[src/rtl/filter_kernel_sequencer.sv]
// filter_kernel_sequencer: issues one kernel row plus the matching window pixel row per cycle to a MAC array; optional win_cnt output via FILTER_SEQ_WIN_CNT_EN
module filter_kernel_sequencer #(
   parameter int ROWS                    = 3,
   parameter int TAPS                    = 3,
   parameter int PIXEL_WIDTH             = 24,
   parameter int KERNEL_MEMORY_BUS_WIDTH = 96
) (
   input  logic                                  clk,
   input  logic                                  nreset,
   input  logic                                  kernel_wr_en,
   input  logic [1:0]                            kernel_wr_addr,
   input  logic [KERNEL_MEMORY_BUS_WIDTH-1:0]    kernel_wr_data,
   output logic                                  kernel_wr_err,
   input  logic                                  win_valid,
   output logic                                  win_ready,
   input  logic [ROWS*TAPS*PIXEL_WIDTH-1:0]      win_data,
   output logic [KERNEL_MEMORY_BUS_WIDTH-1:0]    kernel_input_vec,
   output logic [TAPS*PIXEL_WIDTH-1:0]           pixel_input_vec,
   output logic                                  en,
`ifdef FILTER_SEQ_WIN_CNT_EN
   output logic [31:0]                           win_cnt,
`endif
   output logic                                  last_kernel
);
   localparam int RW = TAPS * PIXEL_WIDTH;
   typedef enum logic {IDLE, ISSUE} state_t;
   state_t                             r_state, w_next;
   logic [1:0]                         r_row_cnt, w_row;
   logic                               w_last, w_hs, w_launch, w_wr_ok;
   logic [KERNEL_MEMORY_BUS_WIDTH-1:0] r_kernel [ROWS];
   logic [RW-1:0]                      r_win [ROWS];
   assign w_last    = r_row_cnt == 2'(ROWS - 1);
   assign win_ready = (r_state == IDLE) | ((r_state == ISSUE) & w_last);
   assign w_hs      = win_valid & win_ready;
   assign w_wr_ok   = kernel_wr_en & (r_state == IDLE) & (32'(kernel_wr_addr) < ROWS);
   // next state and which row (if any) launches at the coming edge
   always_comb begin
      w_next   = w_hs ? ISSUE : (w_last ? IDLE : r_state);
      w_launch = w_hs | ((r_state == ISSUE) & ~w_last);
      w_row    = w_hs ? 2'd0 : r_row_cnt + 2'd1;
   end
   // state register
   always_ff @(posedge clk or negedge nreset) begin
      if (!nreset) r_state <= IDLE;
      else         r_state <= w_next;
   end
   // row launch, window capture, kernel storage; row 0 reads the pre-write kernel
   always_ff @(posedge clk or negedge nreset) begin
      if (!nreset) begin
         r_row_cnt        <= '0;
         en               <= 1'b0;
         last_kernel      <= 1'b0;
         kernel_input_vec <= '0;
         pixel_input_vec  <= '0;
         kernel_wr_err    <= 1'b0;
         for (int r = 0; r < ROWS; r++) begin
            r_kernel[r] <= '0;
            r_win[r]    <= '0;
         end
      end else begin
         en            <= w_launch;
         last_kernel   <= w_launch & (w_row == 2'(ROWS - 1));
         kernel_wr_err <= kernel_wr_en & ~w_wr_ok;
         if (w_launch) begin
            r_row_cnt        <= w_row;
            kernel_input_vec <= r_kernel[w_row];
            pixel_input_vec  <= w_hs ? win_data[RW-1:0] : r_win[w_row];
         end
         if (w_hs) for (int r = 0; r < ROWS; r++) r_win[r] <= win_data[r*RW +: RW];
         if (w_wr_ok) r_kernel[kernel_wr_addr] <= kernel_wr_data;
      end
   end
`ifdef FILTER_SEQ_WIN_CNT_EN
   logic [31:0] r_win_cnt;
   assign win_cnt = r_win_cnt;
   // accepted-window counter, wraps naturally
   always_ff @(posedge clk or negedge nreset) begin
      if (!nreset)   r_win_cnt <= '0;
      else if (w_hs) r_win_cnt <= r_win_cnt + 32'd1;
   end
`endif
endmodule

[config.mk]
export PLATFORM = sky130hd
export DESIGN_NAME = filter_kernel_sequencer
export DESIGN_NICKNAME = d
export VERILOG_FILES = /design/src/rtl/filter_kernel_sequencer.sv
export SDC_FILE = /design/constraint.sdc
export NUM_CORES = 1
export LEC_CHECK = 0
export BUFFER_PORTS_ARGS = -buffer_cell sky130_fd_sc_hd__buf_2
export CORE_MARGIN = 2
export CORE_UTILIZATION = 40
export DETAILED_ROUTE_END_ITERATION = 12
export SLEW_MARGIN = 10
export SYNTH_ARGS = -nofsm -noshare
export SYNTH_HDL_FRONTEND = slang
export SYNTH_SLANG_ARGS = --single-unit
[constraint.sdc]
create_clock -name clk -period 2.8 [get_ports clk]
set_input_delay 0.14 -clock clk [delete_from_list [all_inputs] [get_ports clk]]
set_output_delay 0.14 -clock clk [all_outputs]
set_load 0.05 [all_outputs]
; ---- Word-level counts from Yosys, hierarchy flattened
; Cells that the tools add are included.
[classes]
n_addsub = 1
magnitude_cmp = 4
n_eq_ne = 2
n_mux = 13
bitwise = 14
n_reduce_logical = 2
[op_table]
columns = operator, count
row1 = 288-bit bitwise mux, 1
row2 = 96-bit 2-to-1 mux, 3
row3 = 72-bit 2-to-1 mux, 3
row4 = 96-bit binary-select mux with 2-bit select, 1
row5 = 96-bit demux with 2-bit select, 1
row6 = 72-bit binary-select mux with 2-bit select, 1
row7 = 1-bit AND, 7
row8 = 3-bit greater-or-equal comparator (second input constant), 2
row9 = 2-bit inverter with 3-bit output, 2
row10 = 2-bit == test (second input constant), 2
row11 = 3-bit by 1-bit less-than comparator with 1-bit output (second input constant), 1
row12 = 1-bit inverter, 3
row13 = 2-bit by 1-bit adder with 2-bit output (second input constant), 1
row14 = 2-bit less-than comparator (second input constant), 1
row15 = 1-bit 2-to-1 mux, 2
row16 = 2-bit 2-to-1 mux, 1
row17 = 1-bit OR, 2
row18 = 2-bit nonzero test, 1
row19 = 1-bit logical AND, 1
[word_totals]
reg_bits = 678
in_bits = 318
output_inout_bits = 172
wordCells = 49

; ---- Logic depth before layout (Yosys ltp)
[logic_depth]
word_depth = 10
mapped_depth = 12
depth_no_buf = 6

; ---- Worst setup path after synthesis
; No wires, ideal clock.
[synth_timing]
path_type = reg-to-reg
from = register r_row_cnt[0]
to = register kernel_input_vec[90]
setup_ps = 90
arrival_time_ps = 2268
t_required_ps = 2710
path_slack_ps = 441
stages_incl_launch_ff = 11
n_path_buf = 4
synth_period_minus_slack_ps = 2359
cell_sequence = dfrtp_1 -> buf_2 -> buf_2 -> buf_2 -> inv_1 -> ha_1 -> and2b_1 -> inv_2 -> clkbuf_1 -> a32oi_1 -> o221ai_1
[synth_via]
elab_chain_cells = 9
elab_cells_between_ends = 13
cone_classes = add/sub (1) / eq/ne (1) / mux (4) / bitwise (7)
[synth_lines]
columns = item, line
row1 = from (decl), 28  ; logic [1:0] r_row_cnt, w_row;
row2 = from (signal assigned), 65  ; r_row_cnt <= w_row;
row3 = 2-bit == test (*), 32  ; assign w_last = r_row_cnt == 2'(ROWS - 1);
row4 = 1-bit AND (*), 33  ; assign win_ready = (r_state == IDLE) | ((r_state == ISSUE) & w_last);
row5 = 1-bit OR (*), 33
row6 = via win_ready, 15  ; output logic win_ready,
row7 = 1-bit AND (*), 34  ; assign w_hs = win_valid & win_ready;
row8 = 2-bit 2-to-1 mux, 40  ; w_row = w_hs ? 2'd0 : r_row_cnt + 2'd1;
row9 = 2-bit inverter with 3-bit output (implied by the code), 66  ; kernel_input_vec <= r_kernel[w_row];
row10 = 96-bit binary-select mux with 2-bit select, 66
row11 = 96-bit 2-to-1 mux (implied by the code) (2 in a row), 66
row12 = to (signal assigned), 66
row13 = to (decl), 17  ; output logic [KERNEL_MEMORY_BUS_WIDTH-1:0] kernel_input_vec,
; The timed path passes the listed nets; every way through them passes the cells marked *. The select of a mux whose other input is x is not followed.
; A chain may end at the register's enable or synchronous reset.

; ---- Worst setup path in the final report
[layout_timing]
from = register r_row_cnt[0]
to = output win_ready
[layout_via]
elab_chain_cells = 3
[layout_lines]
columns = item, line
row1 = 2-bit == test, 32
row2 = 1-bit AND, 33
row3 = 1-bit OR, 33
row4 = to (decl), 15
; Every way passes these cells.

==> metrics.txt <==
met2 usage=a little under two fifths; Placer Congestion=between 0.8 and 0.9; first-pass GRT wire length=~130 mm; min Tclk post-route=2640 ps; Synth Register Bits=around 680; max-slew violations=0; fmax=between 300 and 400 MHz; Die Y=273.6 µm; Post-Syn Area per Cell=14.30 µm²; Slew headroom=24.38%; busiest layer in global routing=met2; initial drt markers=1076; met3 usage=just over 5%; DR vias/cell=around 5.4; Root Buffer=clkbuf_16; Seq/Total Area, Yosys=58.37%; layout cell share with drive strength beyond 1=between 30 and 40%; gr ovfl total=0; synthesized cell area=between 0.02 and 0.03 mm²; Synth cell types=28; largest net degree at the start of global routing=97; Crit path arrival time=approximately 2500 ps; critical path type=register to primary output; Cells after Synth=between 2000 and 2500; die width=273.6 µm; Worst-path clk slew=60 ps; Core Area=just over 0.07 mm²; Setup TNS=0 ps; DRC Markers=0; TritonCTS clock tree=yes; Final Instance Area=0.03845 mm²; crit path max fanout=54; # nets final=approximately 3100; WL final=83.48 mm; Num CTS Buffers=75; number of buffers added on ports=489; M1 GR Usage=27.68%; initial antenna violation count=11; maxcap violations=0; startpoint type of the worst setup path=register; I/O Pins=490; critical path required time=2660 ps; CTS Buffer Depth=3; Clock Latency Late Sink=about 610 ps; placed inst area=between 0.03 and 0.04 mm²; Detail Route Antenna Nets=0; Final period util=between 90% and 100%; die area=between 0.07 and 0.08 mm²; Area Overhead vs Synth=32.27%; final setup vio count=0; Crit. End Element=primary output; status=complete, no violations; total track usage=22.11%; final hold violations=0; Starting Density=about two fifths; Worst Tran Pin Value=roughly 1100 ps; H-tree depth=3; post-synth net total=about 2400; Syn. warnings=0; dpl hpwl=50.11 mm; P_leak=approximately 0.018 µW; setup repair bufs after CTS=0; TritonRoute pass-1 iters=5; per-cell routed wire length=around 22 µm; FP Rows=98; HP Class=primary input to async pin; vias in the first global route=around 23000; Layout Skew=roughly 12 ps; RSZ-0062 raised after global routing=false; VDD IR max=approximately 1.0 mV; clk sinks=between 600 and 700; power per cell area=between 1000 and 1500 mW/mm²; DR vias=20676
## critical path: stages, from the launching register on
cell	delay, ps
dfrtp_4	500
inv_1	140
ha_1	250
and2b_4	220
clkinv_2	160
buf_16	310
clkbuf_4	310
## synth_stat cells, drive strengths merged
library cell	n	share of area, %
clkbuf	42	0.54
o21ai	2	0.034
a31oi	1	0.022
nor4bb	3	0.10
a21o	72	1.9
inv	97	1.3
and2b	1	0.026
a21oi	1	0.017
nand3b	2	0.052
mux2i	240	8.3
a22oi	1	0.026
mux2	505	20
dfrtp	678	58
a32oi	95	2.9
ha	1	0.043
o22ai	72	1.5
buf	118	2.4
nand2	3	0.047
nand2b	2	0.043
nor2b	1	0.022
o221ai	95	2.9
nor4b	1	0.082
## timing repair
item	in CTS	in global routing
hold buffers	316	0
endpoints found under the setup margin	1	1
endpoints found under the hold margin	630	0
gates resized for setup	3	2
## worst paths after layout
check,startpoint,slack [ps],to,cells after the start
worst min register to register,r_win[39],460,pixel_input_vec[39],1
worst min-delay path,nreset,140,r_kernel[158],2
min in group clk,win_valid,300,r_state,3
worst max register to register,r_row_cnt[0],340,pixel_input_vec[49],6
worst max-delay path,r_row_cnt[0],160,win_ready,6
max in group asynchronous,nreset,1660,r_win[95],3
## registers in the layout, summed over array words and instances (netlist names)
signal,cells
en,1
kernel_input_vec,96
kernel_wr_err,1
last_kernel,1
pixel_input_vec,72
r_kernel,288
r_row_cnt,2
r_state,1
r_win,216
## final cells by class
cell class	instances	area [µm²]
fillers	6020	33290
flip-flops and latches	678	16970
multi-input cells	1098	10960
repair buffers	857	6430
clock buffers	111	2227
well taps	950	1189
inverters	97	365.4
clock inverters	21	286.5
diodes	6	15.01
## cell families (layout without fill, tap and decap cells)
kind of cell	Yosys count	count (layout)	share of synthesized area (%)
DFF	678	678	58.37
AOI/OAI and AO/OA	339	339	9.233
other	0	6	0
muxes	745	745	27.83
adders and majority gates	1	1	0.04304
buffers and inverters	257	1086	4.150
and+or+nand+nor	13	13	0.3745
## layer usage
metal	up-vias	share of wire, %
met5	-	0.095
met3	137	6.2
met2	645	50
met4	12	2.5
li1	9146	-
met1	10736	42
## layout by cell type (no fill, tap or decap), types with 79 or more instances in the layout
cell	Yosys	final
a32oi_1	95	95
dlygate4sd3_1	0	316
mux2i_1	240	240
o221ai_1	95	95
mux2_2	374	374
dfrtp_1	678	677
buf_2	85	486
clkbuf_16	0	79
mux2_1	131	131
inv_1	96	96
## power by group
part	total [µW]	leakage [µW]	internal, µW	switching [µW]
clock network	10000	0.00122	5990	4010
logic	19200	0.00856	7940	11200
registers	17200	0.00834	14600	2630
## per-stage QoR
step / hold WS (ps) / util (%) / total power [µW] / setup slack (ps) / cells
after global routing: 177.9 / 53.59 / 49000 / 2.983 / 3817
final: 144.0 / 53.60 / 46350 / 159.8 / 3818
after detailed placement: 209.5 / 45.63 / 36130 / 349.3 / 3364
after global placement: 198.5 / 45.63 / 35320 / 397.6 / 3364
after floorplan: -155.6 / - / 30550 / 441.5 / 2033
after CTS: 150.9 / 53.56 / 46700 / 53.28 / 3812
(Power assumes the default switching activity.)
